===== src/rtl/csr_file_pkg.sv =====
// Shared types and constants for the machine-mode CSR block: CSR numbers,
// op encoding, trap causes and the execute-to-CSR request payload.
package csr_file_pkg;

  localparam int unsigned CSR_AW     = 12;
  localparam int unsigned REQ_W      = 32;

  localparam logic [CSR_AW-1:0] CSR_MSTATUS = 12'h300;
  localparam logic [CSR_AW-1:0] CSR_MIE     = 12'h304;
  localparam logic [CSR_AW-1:0] CSR_MTVEC   = 12'h305;
  localparam logic [CSR_AW-1:0] CSR_MEPC    = 12'h341;
  localparam logic [CSR_AW-1:0] CSR_MCAUSE  = 12'h342;
  localparam logic [CSR_AW-1:0] CSR_MIP     = 12'h344;
  localparam logic [CSR_AW-1:0] CSR_MCYCLE  = 12'hB00;
  localparam logic [CSR_AW-1:0] CSR_MCYCLEH = 12'hB80;

  localparam int unsigned MSTATUS_MIE  = 3;
  localparam int unsigned MSTATUS_MPIE = 7;
  localparam int unsigned MIE_MEIE     = 11;
  localparam int unsigned MIE_MTIE     = 7;

  localparam logic [REQ_W-1:0] CAUSE_MEI = 32'h8000_000B;
  localparam logic [REQ_W-1:0] CAUSE_MTI = 32'h8000_0007;

  typedef enum logic [1:0] {
    CSR_NONE = 2'b00,
    CSR_RW   = 2'b01,
    CSR_RS   = 2'b10,
    CSR_RC   = 2'b11
  } type_csr_op_e;

  typedef struct packed {
    logic [REQ_W-1:0] data;
    logic [REQ_W-1:0] addr;
  } type_e2csr_data_s;

  // Read-modify-write result of a CSR instruction.
  function automatic logic [REQ_W-1:0] csr_apply(type_csr_op_e op, logic [REQ_W-1:0] old_v,
                                                 logic [REQ_W-1:0] wdata);
    logic [REQ_W-1:0] res;
    case (op)
      CSR_RW:  res = wdata;
      CSR_RS:  res = old_v | wdata;
      CSR_RC:  res = old_v & ~wdata;
      default: res = old_v;
    endcase
    return res;
  endfunction

endpackage


===== src/rtl/csr_file_cycle_counter.sv =====
// 64-bit free-running cycle counter; a write to either half replaces that
// half and holds the other, with no increment or carry in that cycle.
module csr_cycle_counter #(
  parameter int unsigned HALF_W = 32
) (
  input  logic                clk,
  input  logic                reset,
  input  logic                wr_lo_i,
  input  logic                wr_hi_i,
  input  logic [HALF_W-1:0]   wdata_i,
  output logic [2*HALF_W-1:0] count_o
);

  localparam int unsigned CNT_W = 2 * HALF_W;

  logic [CNT_W-1:0] count_q, count_d;

  always_comb begin
    count_d = count_q + CNT_W'(1);
    if (wr_lo_i) begin
      count_d = {count_q[CNT_W-1:HALF_W], wdata_i};
    end else if (wr_hi_i) begin
      count_d = {wdata_i, count_q[HALF_W-1:0]};
    end
  end

  always_ff @(posedge clk) begin
    if (reset) begin
      count_q <= '0;
    end else begin
      count_q <= count_d;
    end
  end

  assign count_o = count_q;

endmodule


===== src/rtl/csr_file.sv =====
// Machine-mode CSR responder: zero-latency CSR reads, M/W-stage writes,
// interrupt trap entry and mret return that redirect fetch.
module csr_file
  import csr_file_pkg::*;
#(
  parameter int unsigned          BUS_WIDTH = 32,
  parameter logic [BUS_WIDTH-1:0] MTVEC_RST = 32'h0000_0000
) (
  input  logic                 clk,
  input  logic                 reset,
  input  logic                 csr_rd,
  input  logic                 csr_wr,
  input  type_csr_op_e         csr_op,
  input  type_e2csr_data_s     e2csr_data,
  input  logic [BUS_WIDTH-1:0] pc,
  input  logic                 is_mret,
  input  logic                 ext_intr,
  input  logic                 timer_intr,
  output logic [BUS_WIDTH-1:0] csr_rdata,
  output logic                 csr_illegal,
  output logic                 epc_taken,
  output logic [BUS_WIDTH-1:0] epc
);

  logic                 mst_mie_q, mst_mie_d, mst_mpie_q, mst_mpie_d;
  logic                 meie_q, meie_d, mtie_q, mtie_d;
  logic [BUS_WIDTH-1:0] mtvec_q, mtvec_d, mepc_q, mepc_d, mcause_q, mcause_d;
  logic [2*BUS_WIDTH-1:0] mcycle;
  logic [CSR_AW-1:0]    csr_addr;
  logic [BUS_WIDTH-1:0] mstatus_v, mie_v, mip_v, rdata_c, wdata_c;
  logic [BUS_WIDTH-1:0] trap_base, trap_cause, trap_vec;
  logic                 addr_ok, addr_wr, ext_take, irq, wr_en, wr_lo, wr_hi;
  logic                 unused_bits;

  assign csr_addr    = e2csr_data.addr[CSR_AW-1:0];
  assign unused_bits = ^{e2csr_data.addr[REQ_W-1:CSR_AW], pc[1:0]};

  // Architectural views of the sparse status/enable/pending registers.
  always_comb begin
    mstatus_v               = '0;
    mstatus_v[MSTATUS_MIE]  = mst_mie_q;
    mstatus_v[MSTATUS_MPIE] = mst_mpie_q;
    mie_v                   = '0;
    mie_v[MIE_MEIE]         = meie_q;
    mie_v[MIE_MTIE]         = mtie_q;
    mip_v                   = '0;
    mip_v[MIE_MEIE]         = ext_intr;
    mip_v[MIE_MTIE]         = timer_intr;
  end

  always_comb begin
    rdata_c = '0;
    addr_ok = 1'b1;
    addr_wr = 1'b1;
    case (csr_addr)
      CSR_MSTATUS: rdata_c = mstatus_v;
      CSR_MIE:     rdata_c = mie_v;
      CSR_MTVEC:   rdata_c = mtvec_q;
      CSR_MEPC:    rdata_c = mepc_q;
      CSR_MCAUSE:  rdata_c = mcause_q;
      CSR_MIP: begin
        rdata_c = mip_v;
        addr_wr = 1'b0;
      end
      CSR_MCYCLE:  rdata_c = mcycle[BUS_WIDTH-1:0];
      CSR_MCYCLEH: rdata_c = mcycle[2*BUS_WIDTH-1:BUS_WIDTH];
      default: begin
        addr_ok = 1'b0;
        addr_wr = 1'b0;
      end
    endcase
  end

  assign wdata_c  = csr_apply(csr_op, rdata_c, e2csr_data.data);
  assign ext_take = ext_intr & meie_q;
  assign irq      = mst_mie_q & (ext_take | (timer_intr & mtie_q));
  assign wr_en    = csr_wr & (csr_op != CSR_NONE) & addr_wr & ~irq;
  assign wr_lo    = wr_en & (csr_addr == CSR_MCYCLE);
  assign wr_hi    = wr_en & (csr_addr == CSR_MCYCLEH);

  // Trap entry outranks mret, which outranks a plain CSR write to mstatus.
  always_comb begin
    mst_mie_d  = mst_mie_q;
    mst_mpie_d = mst_mpie_q;
    meie_d     = meie_q;
    mtie_d     = mtie_q;
    mtvec_d    = mtvec_q;
    mepc_d     = mepc_q;
    mcause_d   = mcause_q;
    if (wr_en) begin
      case (csr_addr)
        CSR_MSTATUS: begin
          mst_mie_d  = wdata_c[MSTATUS_MIE];
          mst_mpie_d = wdata_c[MSTATUS_MPIE];
        end
        CSR_MIE: begin
          meie_d = wdata_c[MIE_MEIE];
          mtie_d = wdata_c[MIE_MTIE];
        end
        CSR_MTVEC:  mtvec_d  = wdata_c;
        CSR_MEPC:   mepc_d   = {wdata_c[BUS_WIDTH-1:2], 2'b00};
        CSR_MCAUSE: mcause_d = wdata_c;
        default: ;
      endcase
    end
    if (irq) begin
      mepc_d     = {pc[BUS_WIDTH-1:2], 2'b00};
      mst_mpie_d = mst_mie_q;
      mst_mie_d  = 1'b0;
      mcause_d   = trap_cause;
    end else if (is_mret) begin
      mst_mie_d  = mst_mpie_q;
      mst_mpie_d = 1'b1;
    end
  end

  always_ff @(posedge clk) begin
    if (reset) begin
      mst_mie_q  <= 1'b0;
      mst_mpie_q <= 1'b0;
      meie_q     <= 1'b0;
      mtie_q     <= 1'b0;
      mtvec_q    <= MTVEC_RST;
      mepc_q     <= '0;
      mcause_q   <= '0;
    end else begin
      mst_mie_q  <= mst_mie_d;
      mst_mpie_q <= mst_mpie_d;
      meie_q     <= meie_d;
      mtie_q     <= mtie_d;
      mtvec_q    <= mtvec_d;
      mepc_q     <= mepc_d;
      mcause_q   <= mcause_d;
    end
  end

  csr_cycle_counter #(
    .HALF_W (BUS_WIDTH)
  ) u_cycle (
    .clk     (clk),
    .reset   (reset),
    .wr_lo_i (wr_lo),
    .wr_hi_i (wr_hi),
    .wdata_i (wdata_c),
    .count_o (mcycle)
  );

  // Vectored mode: cause code * 4 is the cause shifted left, interrupt bit dropping out.
  assign trap_cause = ext_take ? CAUSE_MEI : CAUSE_MTI;
  assign trap_base  = {mtvec_q[BUS_WIDTH-1:2], 2'b00};
  assign trap_vec   = (mtvec_q[1:0] == 2'b01) ? trap_base + {trap_cause[BUS_WIDTH-3:0], 2'b00}
                                              : trap_base;

  assign csr_rdata   = rdata_c;
  assign csr_illegal = ~reset & (csr_rd | csr_wr) & ~addr_ok;
  assign epc_taken   = ~reset & (irq | is_mret);
  assign epc         = reset   ? '0 :
                       irq     ? trap_vec :
                       is_mret ? mepc_q : '0;

endmodule


===== config.mk =====
export PLATFORM = sky130hd
export DESIGN_NAME = csr_file
export DESIGN_NICKNAME = d
export VERILOG_FILES = /design/src/rtl/csr_file_pkg.sv /design/src/rtl/csr_file_cycle_counter.sv /design/src/rtl/csr_file.sv
export SDC_FILE = /design/constraint.sdc
export NUM_CORES = 1
export LEC_CHECK = 0
export CORE_MARGIN = 2
export CORE_UTILIZATION = 42
export DETAILED_ROUTE_END_ITERATION = 12
export PLACE_DENSITY = 0.75
export SYNTH_ARGS = -nofsm -noshare
export SYNTH_HDL_FRONTEND = slang
export SYNTH_SLANG_ARGS = --single-unit

===== constraint.sdc =====
create_clock -name clk -period 2.6 [get_ports clk]
set_input_delay 0.39 -clock clk [delete_from_list [all_inputs] [get_ports clk]]
set_output_delay 0.39 -clock clk [all_outputs]
set_load 0.02 [all_outputs]

==> reports/qor.yml <==
status: "finished, violations left"
violations: "negative setup slack"
cts_max_path_buffers: 2
ys.flop_type: "dfxtp_1"
cts.sinks: 162
min-delay-path-class: "reg -> reg"
grt_overflow: 0
syn-instance-count: 1552
start_util_pct: 42.9
num_rows: 60
ctsHtreeMaxLevel: 4
seq_area_um2: 3250
p_int_w: 0.00427
cts_hold_buf: 0
p_leak_nw: 6.37
setup_viol: 29
yosysTopAreaCellShare_pct: 28.1
hold_viol_final: 0
startpoint_type: "flip-flop"
avgViaCountPerCell: 6.60
p_sw_share_pct: 29.3
finalMaxSlewViolations: 0
path_class: "reg -> out"
dr_total_vias: 15400
ant_nets: 0
yosys_warnings: 0
gp_congestion: 1.05
die_height_um: 170
post_dp_cell_area_um2: 15800
critPathMaxStageDelay_ns: 0.36
first_iter_violations: 2058
antenna-diode-count: 0
fin_ws_ns: -0.266
firstDrtPassIters: 6
synth_seq_cells: 162
ios: 171
period_minus_slack_ns: 2.87
first_global_vias: 14400
yosysMostFrequentCell: "nand2_1"
clk_pin_slew_ns: 0.08
drc: 0
cap_viol_max_count: 0
cp.required_ns: 2.21
fillers: 2329
cp_max_fo: 3
synth_area_um2: 11500
grt_max_degree: 62
pwr-share-clk_pct: 44.9
power_frac_seq_pct: 41.2
die_w_um: 170
dp_hpwl_um: 42100
dieArea_um2: 28800
synth_seq_area_share_pct: 28.1
yosys.area.top_type: "dfxtp_1"
powerDensity_nw_per_um2: 354
wl_per_cell_um: 24.5
ir_worst_vdd_mv: 0.312
finalCritPeriodShare_pct: 110
cts_buffers: 17
layout.nets: 2090
switching_power_w: 0.00177
place_ws_ns: -1.06
drt-total-wl_um: 57200
path_cells: "nand2_4 -> ha_4 -> o21a_1 -> o21ai_2 -> a211oi_2 -> buf_4 -> nand2_4 -> buf_6 -> nor3_4 -> xnor2_2 -> a21oi_2 -> buf_6"
tightest_slew_ns: 0.828
grtUsageTotal_pct: 38.7
max_freq_mhz: 349
synth_edf_count: 0
rsz0062_at_grt: "yes"
insertion_delay_ns: 0.45
cp_num_buf_inv: 3
skew_ns: 0.0144
max_slew_margin_pct: 44.2
coreArea_um2: 27000
syn_to_final_growth_pct: 48.1
io_buffers: 146
ys_top_cells_by_area: "dfxtp_1 28%, nand2_1 5.4%, a21oi_1 5.2%, o21ai_0 4.7%, nand3_1 4.5%"
stdcell_area_um2: 17100
layout-drive-gt1-share_pct: 33.5
antenna_found_initial: 0
multi_input_area_um2: 8200
cp_slowest_cell: "dfxtp_2"
synthDistinctLibCells: 86
synthArstFlopShare_pct: 0
arrival_ns: 2.48
synthTopCellsByCount: "167 x nand2_1, 162 x dfxtp_1, 119 x a21oi_1"
grt_first_pass_wirelength_um: 85100
comb_power_share_pct: 13.9
cts-root-buf: "clkbuf_16"
syn_avg_cell_area_um2: 7.44
cts_tree: "done"
critPathTopFamily: "compound AO/OA/AOI/OAI gates"
endpoint_kind: "output pin"
==> worst paths after layout <==
path	startpoint	to	slack, ns	cells after the start
max	meie_q	epc[29]	-0.27	12
min	mcause_q[27]	mcause_q[27]	0.48	2
max reg2reg	meie_q	u_cycle.count_o[2]	0	11
min reg2reg	mcause_q[27]	mcause_q[27]	0.48	2
==> cells by family after synthesis <==
logic type                 count (synthesis)  share of synthesized area, %
adders and majority gates                  4                         0.433
and+or+nand+nor                          620                          27.6
DFF                                      162                          28.1
AOI/OAI and AO/OA                        531                          31.3
muxes                                     41                          3.88
xor gates and xnor gates                  40                          3.03
buffers and inverters                    153                          5.65
other                                      1                        0.0325
==> stage by stage <==
step	util, %	TNS (ns)	power (W)	cells	hold WS (ns)
after global placement	58.7	-113.41	0.00331	2267	0.433
after floorplan	-	0	0.00286	1553	0.425
after detailed placement	58.7	-117.67	0.00332	2267	0.445
after CTS	62.6	-2.60	0.00600	2326	0.474
final	63.5	-4.34	0.00605	2335	0.477
after global routing	63.5	-6.83	0.00616	2335	0.494
==> state kept, by name, summed over array words and instances, names as in the netlist <==
register	count
mcause_q	32
meie_q	1
mepc_q	30
mst_mie_q	1
mst_mpie_q	1
mtie_q	1
mtvec_q	32
u_cycle.count_o	64
==> layout make-up <==
class,count,area share [%]
tap,341,2.49
inverter,32,0.702
multi-input combinational,1238,47.9
clock inverter,14,1.08
clock buffer,18,2.57
sequential,162,19.0
timing repair buffer,530,26.2
==> metal layers <==
metal	up-vias	part of all wire [%]	global-route usage, %
met3	243	13	8.77
met4	0	6.8	21.6
met5	-	0	0
li1	6758	-	-
met1	7240	38	50.3
met2	1166	43	59.3
==> what timing repair did <==
item	4_1_cts	5_1_grt
endpoints found under the setup margin	157	122
pin swaps	59	25
setup buffers	26	14
gates resized for setup	394	80
gates cloned	2	1
==> worst reg2reg max path: cells and delay by family (launching register included) <==
kind,cells,cell delay [ns]
AOI/OAI and AO/OA,4,0.96
DFF,1,0.34
and+or+nand+nor,2,0.35
buffers and inverters,5,0.83
==> cell usage in the layout (no fill, tap or decap), types with 12 or more instances in the layout <==
cell type and count:
nor2_1 96, and2_1 12, a31oi_1 20, buf_12 23, nand4_1 43, dfxtp_1 156
buf_4 364, and3_1 18, clkdlybuf4s50_1 67, buf_2 28, a211oi_1 48, buf_6 26
xnor2_1 21, nand2_1 155, a221oi_1 13, clkbuf_16 17, o21ai_0 100, xor2_1 14
a21oi_1 103, nand2b_1 14, a22oi_1 51, nand3_1 98, o22ai_1 32, or2_2 12
a21oi_2 14, inv_1 31, nor3_1 34, a221o_1 18, mux2_2 30
==> power by group through the flow <==
| stage | clock network, W | registers (W) | logic [W] |
|---|---|---|---|
| floorplan | 0 | 0.00255 | 0.000307 |
| global placement | 0 | 0.00255 | 0.000761 |
| detailed placement | 0 | 0.00255 | 0.000767 |
| CTS | 0.00272 | 0.00249 | 0.000789 |
| global route | 0.00281 | 0.00249 | 0.000858 |
| finish | 0.00272 | 0.00249 | 0.000839 |
(Power assumes the default switching activity.)
